[src/rtl/address_table_pkg.sv]
// Shared types and constants for the address table arbiter.
package address_table_pkg;

  typedef enum logic [1:0] {
    IDLE  = 2'd0,
    ISSUE = 2'd1,
    WAIT  = 2'd2,
    RESP  = 2'd3
  } arb_state_t;

  localparam int GROUP_BIT = 40;
  localparam int MAC_W     = 48;

endpackage

[src/rtl/address_table_arbiter_rr_arbiter.sv]
// Round-robin selector: first asserted request at or above ptr_i, wrapping to 0.
module rr_arbiter #(
  parameter int NUM_PORTS = 4,
  parameter int PW        = $clog2(NUM_PORTS)
) (
  input  logic [NUM_PORTS-1:0] req_i,
  input  logic [PW-1:0]        ptr_i,
  output logic [NUM_PORTS-1:0] gnt_o,
  output logic [PW-1:0]        gnt_idx_o,
  output logic                 any_gnt_o
);

  logic [PW-1:0] cand_s;

  // Scan candidates in rotated priority order; the first hit wins.
  always_comb begin
    gnt_o     = '0;
    gnt_idx_o = '0;
    any_gnt_o = 1'b0;
    cand_s    = '0;
    for (int i = 0; i < NUM_PORTS; i++) begin
      cand_s = PW'((int'(ptr_i) + i) % NUM_PORTS);
      if (req_i[cand_s] && !any_gnt_o) begin
        gnt_o[cand_s] = 1'b1;
        gnt_idx_o     = cand_s;
        any_gnt_o     = 1'b1;
      end else begin
        any_gnt_o = any_gnt_o;
      end
    end
  end

endmodule

[src/rtl/address_table_arbiter.sv]
// Shares one MAC address table among NUM_PORTS ingress ports: grants one
// lookup at a time, issues learn/read, and returns a forwarding decision.
module address_table_arbiter
  import address_table_pkg::*;
#(
  parameter int NUM_PORTS = 4,
  parameter int PW        = $clog2(NUM_PORTS)
) (
  input  logic                       clk,
  input  logic                       rst_n,
  input  logic [NUM_PORTS-1:0]       req_valid_i,
  output logic [NUM_PORTS-1:0]       req_ready_o,
  input  logic [NUM_PORTS*MAC_W-1:0] req_src_mac_i,
  input  logic [NUM_PORTS*MAC_W-1:0] req_dst_mac_i,
  output logic [NUM_PORTS-1:0]       resp_valid_o,
  output logic [PW-1:0]              resp_port_o,
  output logic                       resp_flood_o,
  output logic                       resp_drop_o,
  output logic                       tbl_learn_req_o,
  output logic [MAC_W-1:0]           tbl_learn_address_o,
  output logic [PW-1:0]              tbl_learn_port_o,
  output logic                       tbl_read_req_o,
  output logic [MAC_W-1:0]           tbl_read_address_o,
  input  logic [PW-1:0]              tbl_read_port_i,
  input  logic                       tbl_read_valid_i
);

  arb_state_t state_q, state_d;
  logic [PW-1:0]        rr_ptr_q, rr_ptr_d;
  logic [PW-1:0]        port_q, port_d;
  logic                 dst_group_q, dst_group_d;
  logic                 rd_req_q, rd_req_d;
  logic [MAC_W-1:0]     rd_addr_q, rd_addr_d;
  logic                 ln_req_q, ln_req_d;
  logic [MAC_W-1:0]     ln_addr_q, ln_addr_d;
  logic [PW-1:0]        ln_port_q, ln_port_d;
  logic [NUM_PORTS-1:0] resp_valid_q, resp_valid_d;
  logic [PW-1:0]        resp_port_q, resp_port_d;
  logic                 flood_q, flood_d;
  logic                 drop_q, drop_d;

  logic [NUM_PORTS-1:0] gnt_s;
  logic [PW-1:0]        gnt_idx_s;
  logic                 any_gnt_s;
  logic [MAC_W-1:0]     src_sel_s;
  logic [MAC_W-1:0]     dst_sel_s;
  logic                 flood_s;

  rr_arbiter #(.NUM_PORTS(NUM_PORTS), .PW(PW)) u_rr (
    .req_i     (req_valid_i),
    .ptr_i     (rr_ptr_q),
    .gnt_o     (gnt_s),
    .gnt_idx_o (gnt_idx_s),
    .any_gnt_o (any_gnt_s)
  );

  assign src_sel_s = req_src_mac_i[gnt_idx_s*MAC_W +: MAC_W];
  assign dst_sel_s = req_dst_mac_i[gnt_idx_s*MAC_W +: MAC_W];

  // Accept is combinational so the MACs are captured on the grant edge itself.
  assign req_ready_o = (state_q == IDLE && rst_n) ? gnt_s : {NUM_PORTS{1'b0}};

  // Next-state and registered-output computation; all strobes default low.
  always_comb begin
    state_d      = state_q;
    rr_ptr_d     = rr_ptr_q;
    port_d       = port_q;
    dst_group_d  = dst_group_q;
    rd_req_d     = 1'b0;
    rd_addr_d    = '0;
    ln_req_d     = 1'b0;
    ln_addr_d    = '0;
    ln_port_d    = '0;
    resp_valid_d = '0;
    resp_port_d  = '0;
    flood_d      = 1'b0;
    drop_d       = 1'b0;
    flood_s      = 1'b0;
    case (state_q)
      IDLE: begin
        if (any_gnt_s) begin
          state_d     = ISSUE;
          rr_ptr_d    = PW'((int'(gnt_idx_s) + 32'sd1) % NUM_PORTS);
          port_d      = gnt_idx_s;
          dst_group_d = dst_sel_s[GROUP_BIT];
          rd_req_d    = 1'b1;
          rd_addr_d   = dst_sel_s;
          // Group source addresses are never learned.
          if (!src_sel_s[GROUP_BIT]) begin
            ln_req_d  = 1'b1;
            ln_addr_d = src_sel_s;
            ln_port_d = gnt_idx_s;
          end else begin
            ln_req_d  = 1'b0;
          end
        end else begin
          state_d = IDLE;
        end
      end
      ISSUE: state_d = WAIT;
      WAIT: begin
        state_d      = RESP;
        flood_s      = dst_group_q | ~tbl_read_valid_i;
        flood_d      = flood_s;
        drop_d       = ~flood_s & (tbl_read_port_i == port_q);
        resp_port_d  = flood_s ? port_q : tbl_read_port_i;
        resp_valid_d = {{(NUM_PORTS-1){1'b0}}, 1'b1} << port_q;
      end
      RESP:    state_d = IDLE;
      default: state_d = IDLE;
    endcase
  end

  // State, capture and output registers.
  always_ff @(posedge clk or negedge rst_n) begin
    if (!rst_n) begin
      state_q      <= IDLE;
      rr_ptr_q     <= '0;
      port_q       <= '0;
      dst_group_q  <= 1'b0;
      rd_req_q     <= 1'b0;
      rd_addr_q    <= '0;
      ln_req_q     <= 1'b0;
      ln_addr_q    <= '0;
      ln_port_q    <= '0;
      resp_valid_q <= '0;
      resp_port_q  <= '0;
      flood_q      <= 1'b0;
      drop_q       <= 1'b0;
    end else begin
      state_q      <= state_d;
      rr_ptr_q     <= rr_ptr_d;
      port_q       <= port_d;
      dst_group_q  <= dst_group_d;
      rd_req_q     <= rd_req_d;
      rd_addr_q    <= rd_addr_d;
      ln_req_q     <= ln_req_d;
      ln_addr_q    <= ln_addr_d;
      ln_port_q    <= ln_port_d;
      resp_valid_q <= resp_valid_d;
      resp_port_q  <= resp_port_d;
      flood_q      <= flood_d;
      drop_q       <= drop_d;
    end
  end

  assign tbl_read_req_o      = rd_req_q;
  assign tbl_read_address_o  = rd_addr_q;
  assign tbl_learn_req_o     = ln_req_q;
  assign tbl_learn_address_o = ln_addr_q;
  assign tbl_learn_port_o    = ln_port_q;
  assign resp_valid_o        = resp_valid_q;
  assign resp_port_o         = resp_port_q;
  assign resp_flood_o        = flood_q;
  assign resp_drop_o         = drop_q;

endmodule

[config.mk]
export PLATFORM = sky130hd
export DESIGN_NAME = address_table_arbiter
export DESIGN_NICKNAME = d
export VERILOG_FILES = /design/src/rtl/address_table_pkg.sv /design/src/rtl/address_table_arbiter_rr_arbiter.sv /design/src/rtl/address_table_arbiter.sv
export SDC_FILE = /design/constraint.sdc
export NUM_CORES = 1
export LEC_CHECK = 0
export ABC_AREA = 1
export BUFFER_PORTS_ARGS = -buffer_cell sky130_fd_sc_hd__buf_2
export CAP_MARGIN = 20
export CORE_AREA = 2 2 198 200
export CTS_CLUSTER_SIZE = 14
export DETAILED_ROUTE_END_ITERATION = 12
export DIE_AREA = 0 0 200 202
export GPL_ROUTABILITY_DRIVEN = 0
export HOLD_SLACK_MARGIN = 0.15
export RECOVER_POWER = 100
export SETUP_SLACK_MARGIN = 0.1
export SLEW_MARGIN = 15
export SYNTH_ARGS = -nofsm -noshare
export SYNTH_HDL_FRONTEND = slang
export SYNTH_SLANG_ARGS = --single-unit
[constraint.sdc]
create_clock -name clk -period 3.08 [get_ports clk]
set_input_delay 0.154 -clock clk [delete_from_list [all_inputs] [get_ports clk]]
set_output_delay 0.154 -clock clk [all_outputs]
set_load 0.02 [all_outputs]
==> run_results.csv, run 1 <==
group,metric,value,unit
status,outcome,"complete, but fails checks",
status,violations,"max-capacitance violations, max-slew violations",
place,pre_cts_ws,-37.2,ps
synthesis,synth-main-ff-cell,"dfrtp_1",
worst_setup_path,path_max_fanout,33,
sta,setup_ws,251,ps
global_routing,grt_pass1_wl,64400,µm
worst_setup_path,path_buf_inv,5,
synthesis,synth_nets,1667,
hold_path,hold_depth,4,
clocking,cts-htree-levels,4,
synthesis,synth-edff-count,0,
clocking,numCtsBuffers,17,
worst_setup_path,slowest_delay,420,ps
global_routing,grt_max_degree,119,
power,max-vdd-ir-drop,0.00117,V
worst_setup_path,crit_family,"buffers and inverters",
drt,drc,0,
final_layout,design_area,0.0152,mm²
global_routing,grt_pass1_vias,11900,
floorplan,core_area,0.0383,mm²
worst_setup_path,startpoint_type,"flop",
worst_setup_path,endpoint_kind,"flop",
sta,tightest_slew,1770,ps
global_routing,antenna_found_initial,5,
power,p_total,15000,µW
drt,ant_nets,0,
synthesis,ys_types,35,
hold_path,hp-start,"req_dst_mac_i[189]",
floorplan,ios,505,
worst_setup_path,rrSetupSlack,250,ps
global_routing,track_usage,0.210,
sta,finalHoldViolations,0,
synthesis,async_flop_share,1.00,
drt,via_count,11700,
sta,clock.fmax,353,MHz
drt,vias_per_cell,4.42,
synthesis,yosysSeqAreaShare,0.355,
place,numPortBuffers,503,
clocking,cts_tree,"yes",
hold_path,hold_path.class,"in -> reg",
worst_setup_path,reg2reg_to,"tbl_learn_address_o[24]",
drt,wl,44000,µm
drt,drt_first_iter_violations,616,
sta,finalCritPeriodShare,0.918,
drt,post_drt_wl_per_cell,16.6,µm
synthesis,netlist_instances,1265,
floorplan,row_count,72,
sta,relSlewSlack,-0.181,
worst_setup_path,cp.depth,13,
final_layout,drive_gt1_frac,0.243,
final_layout,final_nets,2514,
synthesis,synthesis.area,0.00804,mm²
clocking,insertion_delay,430,ps
clocking,cts-root-buf,"clkbuf_16",
final_layout,area_growth,89.4,%
floorplan,die_area,0.0404,mm²
floorplan,chipWidth,200,µm
worst_setup_path,rr_startpoint,"rr_ptr_q[0]",
sta,clock_skew,6.42,ps
worst_setup_path,cp_slowest_cell,"dfrtp_1",
power,powerDensity,985,mW/mm²
worst_setup_path,arrival,3200,ps
sta,rsz0062_at_grt,"true",
hold_path,min_to,"tbl_read_address_o[45]",
floorplan,start_util,0.210,
synthesis,syn_avg_cell_area,6.35,µm²
sta,setup_viol,0,
power,p_leak,0.00883,µW
sta,min_period,2830,ps
place,place_hpwl,27700,µm
global_routing,grt.overflow.total,0,
clocking,cts_sinks,114,
final_layout,final_cell_mix,"nand2_1, buf_2, dlygate4sd3_1",
synthesis,synth-seq-cells,114,
worst_setup_path,path_cells,"inv_6 > ha_1 > nand3_1 > inv_1 > a21boi_0 > nand3_2 > nand2_1 > clkbuf_8 > buf_4 > nand3_1 > nand2_1 > nand2_1 > inv_1",
synthesis,yosysWarningCount,0,
sta,slew_violations,28,
sta,holdWs,173,ps
worst_setup_path,worstPathRequired,3450,ps
final_layout,final_core_util,0.398,
floorplan,die_y,202,µm
final_layout,final_common_cell,"nand2_1",
clocking,clkTransAtPathRegs,60,ps
drt,first_pass_iters,5,
final_layout,nFillCells,3696,
worst_setup_path,reg2reg_depth,13,
worst_setup_path,crit_type,"reg -> reg",
job,drv_cap,1,
worst_setup_path,critPathMostFrequentCell,"nand2_1",
place,dpl_cell_area,0.0112,mm²
clocking,clockBufferDepth,2,
## Yosys cell counts (all sizes together) (3+ instances only)
cell	count	area, µm²
a21oi	18	93.8
buf	59	330
clkbuf	10	37.5
dfrtp	114	2850
ha	9	113
inv	291	1100
nand2	434	1660
nand3	122	631
nand4	3	31.3
nor2	60	252
nor3	4	20.0
o211ai	50	375
o21ai	35	175
or2	48	300
## worst max path at each step
stage / end / slack [ps] / startpoint
after floorplan: tbl_learn_address_o[23] / 750 / rr_ptr_q[0]
after global placement: tbl_learn_address_o[23] / 50 / rr_ptr_q[0]
after detailed placement: tbl_learn_address_o[18] / -40 / rr_ptr_q[0]
after CTS: tbl_learn_address_o[5] / 120 / rr_ptr_q[0]
after global routing: tbl_learn_address_o[18] / 60 / rr_ptr_q[0]
final: tbl_learn_address_o[24] / 250 / rr_ptr_q[0]
## state kept, by name (all words and copies together), names as in the netlist
register,flops
resp_valid_o,4
port_q,2
tbl_learn_port_o,2
tbl_learn_req_o,1
dst_group_q,1
tbl_read_address_o,48
tbl_learn_address_o,47
resp_drop_o,1
resp_port_o,2
rr_ptr_q,2
tbl_read_req_o,1
state_q,2
resp_flood_o,1
## metrics by stage
stage,TNS (ps),cells
finish,0,2648
global placement,0,2247
detailed placement,-500,2247
floorplan,0,1265
CTS,0,2639
global route,0,2647
## metal layers
| metal | vias to the layer above | routed length [µm] | share of wire | track usage |
|---|---|---|---|---|
| li1 | 5456 | - | - | - |
| met2 | 792 | 20600 | 0.47 | 0.354 |
| met5 | - | 0 | 0 | 0 |
| met1 | 5306 | 16500 | 0.38 | 0.230 |
| met4 | 0 | 2470 | 0.056 | 0.128 |
| met3 | 141 | 4400 | 0.10 | 0.0641 |
## worst reg2reg max path, stage by stage (launching register included)
cell and delay (ps):
dfrtp_1 420, inv_6 40, ha_1 370, nand3_1 160, inv_1 50, a21boi_0 260, nand3_2 160, nand2_1 160
clkbuf_8 340, buf_4 410, nand3_1 210, nand2_1 120, nand2_1 50, inv_1 50
## layout make-up
type,instances,area [µm²],share of cell area
Multi-Input combinational cell,791,3740,0.246
Timing Repair Buffer,897,6290,0.413
Inverter,291,1100,0.0721
Antenna cell,6,15.0,0.000986
Tap cell,518,648,0.0426
Clock buffer,19,443,0.0291
Sequential cell,114,2850,0.187
Clock inverter,12,134,0.00879
## repair_timing
action / 4_1_cts / 5_1_grt
endpoints found under the setup margin: 53 / 79
cloned: 0 / 0
pin swaps: 0 / 1
endpoints found under the hold margin: 170 / 1
resized for setup: 2 / 3
hold buffers: 361 / 1
buffers inserted: 0 / 2
## cells by family (layout without fill, tap and decap cells)
group / count (synthesis) / in the layout / synth area share
other cells: 1 / 7 / 0.000467
compound gates: 107 / 107 / 0.0841
xor+xnor: 2 / 2 / 0.00218
fa+ha+maj: 9 / 9 / 0.0140
simple gates: 672 / 672 / 0.362
flops: 114 / 114 / 0.355
buf+inv: 360 / 1219 / 0.182
## power by group
part	internal (µW)	switching [µW]	leakage, µW
Clock	1210	776	0.000268
Combinational	3550	7360	0.00702
Sequential	1920	184	0.00153
Total	6670	8320	0.00883
(Power assumes the default switching activity.)
==> run 2: changes to the inputs <==
--- a/config.mk
+++ b/config.mk
@@ -14,9 +14,9 @@
 export DIE_AREA = 0 0 200 202
 export GPL_ROUTABILITY_DRIVEN = 0
 export HOLD_SLACK_MARGIN = 0.15
+export PLACE_DENSITY_LB_ADDON = 0.1
 export RECOVER_POWER = 100
 export SETUP_SLACK_MARGIN = 0.1
-export SLEW_MARGIN = 15
 export SYNTH_ARGS = -nofsm -noshare
 export SYNTH_HDL_FRONTEND = slang
 export SYNTH_SLANG_ARGS = --single-unit
==> run 2 against run 1 <==
  * Core utilization shrank 0.27 points
  * The run still ends with max-capacitance violations, max-slew violations left
  * Design area shrank 0.68%
  * Worst hold slack lost 11 ps
  * Count of clock-buffer cells in the layout shrank 2
  * Non-clock buffer count shrank 25
  * Fmax grew 1.5%
  * Cell count shrank 1.1%
  * Critical path depth is the same
==> run_results.csv, run 2 (same netlist as run 1, synthesis figures left out) <==
group,metric,value,unit
status,outcome,"complete, but fails checks",
status,violations,"max-capacitance violations, max-slew violations",
final_layout,area_growth,88.1,%
sta,tightest_slew,1620,ps
worst_setup_path,crit_type,"reg -> reg",
place,placedCellCount,2235,
floorplan,chipWidth,200,µm
sta,setup_tns,0,ps
hold_path,hold_path.class,"in -> reg",
sta,clock.fmax,359,MHz
sta,holdWs,162,ps
drt,via_count,10800,
global_routing,track_usage,0.197,
job,drv_cap,1,
drt,post_drt_wl_per_cell,16.1,µm
final_layout,nFillCells,4069,
global_routing,antenna_found_initial,1,
final_layout,largest_reg_flops,48,
sta,rsz0062_at_grt,"true",
final_layout,instances_no_fill,2619,
clocking,clkTransAtPathRegs,60,ps
worst_setup_path,path_max_fanout,19,
worst_setup_path,arrival,3150,ps
power,p_leak,0.00879,µW
clocking,numCtsBuffers,17,
final_layout,drive_gt1_frac,0.248,
hold_path,hp-start,"req_src_mac_i[13]",
global_routing,grt_pass1_vias,11200,
final_layout,design_area,0.0151,mm²
floorplan,start_util,0.210,
floorplan,die_area,0.0404,mm²
hold_path,hold_depth,7,
worst_setup_path,rr_startpoint,"rr_ptr_q[1]",
place,place_hpwl,29400,µm
drt,drc,0,
sta,relSlewSlack,-0.0795,
worst_setup_path,critPathMostFrequentCell,"nand2_1",
power,powerDensity,1030,mW/mm²
drt,drt_first_iter_violations,345,
clocking,insertion_delay,430,ps
worst_setup_path,slowest_delay,580,ps
drt,wl,42200,µm
drt,ant_nets,0,
global_routing,grt_pass1_wl,60800,µm
worst_setup_path,path_cells,"inv_2 > ha_1 > inv_1 > nand2_1 > nand2_2 > nor2_8 > nand3b_4 > nand2_4 > a21oi_4 > buf_12 > o211ai_1 > dlygate4sd3_1 > nand2_1",
floorplan,die_y,202,µm
worst_setup_path,worstPathRequired,3440,ps
final_layout,final_common_cell,"nand2_1",
worst_setup_path,reg2reg_depth,13,
final_layout,diodes,0,
sta,slew_violations,59,
final_layout,final_cell_mix,"nand2_1, buf_2, dlygate4sd3_1",
global_routing,grt.overflow.total,0,
power,max-vdd-ir-drop,0.000735,V
floorplan,row_count,72,
sta,setup_viol,0,
sta,finalCritPeriodShare,0.905,
hold_path,min_to,"tbl_learn_address_o[13]",
floorplan,core_area,0.0383,mm²
sta,clock_skew,10.1,ps
clocking,cts-root-buf,"clkbuf_16",
worst_setup_path,cp_slowest_cell,"dlygate4sd3_1",
sta,min_period,2790,ps
worst_setup_path,startpoint_type,"flop",
clocking,clockBufferDepth,2,
global_routing,grt_max_degree,86,
place,dpl_cell_area,0.0111,mm²
place,numPortBuffers,503,
worst_setup_path,rrSetupSlack,290,ps
clocking,cts-htree-levels,4,
drt,first_pass_iters,5,
drt,vias_per_cell,4.12,
clocking,cts_sinks,114,
floorplan,ios,505,
worst_setup_path,endpoint_kind,"flop",
clocking,cts_tree,"yes",
worst_setup_path,reg2reg_to,"tbl_read_address_o[40]",
final_layout,final_nets,2490,
sta,finalHoldViolations,0,
run 2: layer usage:
layer / global-route usage / vias to the layer above / share of wire
li1: - / 5408 / -
met4: 0.0685 / 2 / 0.031
met3: 0.0516 / 50 / 0.069
met5: 0 / - / 0.00031
met2: 0.357 / 401 / 0.50
met1: 0.220 / 4942 / 0.40
run 2: report_power, final:
part	internal, µW	switching [µW]
Clock	1360	828
Sequential	1920	141
Combinational	3840	7460
run 2: repair_timing:
item,4_1_cts,5_1_grt
resized for setup,0,4
endpoints found under the setup margin,0,4
hold endpoints to repair,154,0
buffers inserted,0,7
hold buffers,342,0
run 2: area by class of cell:
class / instances / area (µm²) / share of cell area
clock inverters: 15 / 206 / 0.0137
inverters: 291 / 1100 / 0.0726
multi-input cells: 792 / 3740 / 0.247
well taps: 518 / 648 / 0.0429
flip-flops and latches: 114 / 2850 / 0.189
repair buffers: 872 / 6150 / 0.407
clock buffers: 17 / 425 / 0.0281
run 2: through the flow:
step / power, µW / utilization / setup slack [ps]
floorplan: 9530 / - / 746
global placement: 12800 / 0.290 / 401
detailed placement: 12800 / 0.290 / 374
CTS: 15500 / 0.396 / 189
global route: 17100 / 0.395 / 57.1
finish: 15600 / 0.395 / 294
run 2: critical path: cells and delay by family (launching register included):
kind	cells	cell delay [ps]
buffers and inverters	4	1080
AND/OR/NAND/NOR	6	610
flip-flops	1	390
adder cells (fa/ha/maj)	1	320
AO/OA/AOI/OAI	2	310
run 2: how the worst max path moves through the flow:
stage | to | from | slack [ps] | cells past startpoint
2_1_floorplan | tbl_learn_address_o[23] | rr_ptr_q[0] | 750 | 17
3_3_place_gp | tbl_read_address_o[23] | rr_ptr_q[1] | 400 | 14
3_5_place_dp | tbl_read_address_o[23] | rr_ptr_q[0] | 370 | 14
4_1_cts | dst_group_q | rr_ptr_q[0] | 190 | 13
5_1_grt | tbl_read_address_o[47] | rr_ptr_q[0] | 60 | 15
6_report | tbl_read_address_o[40] | rr_ptr_q[1] | 290 | 13
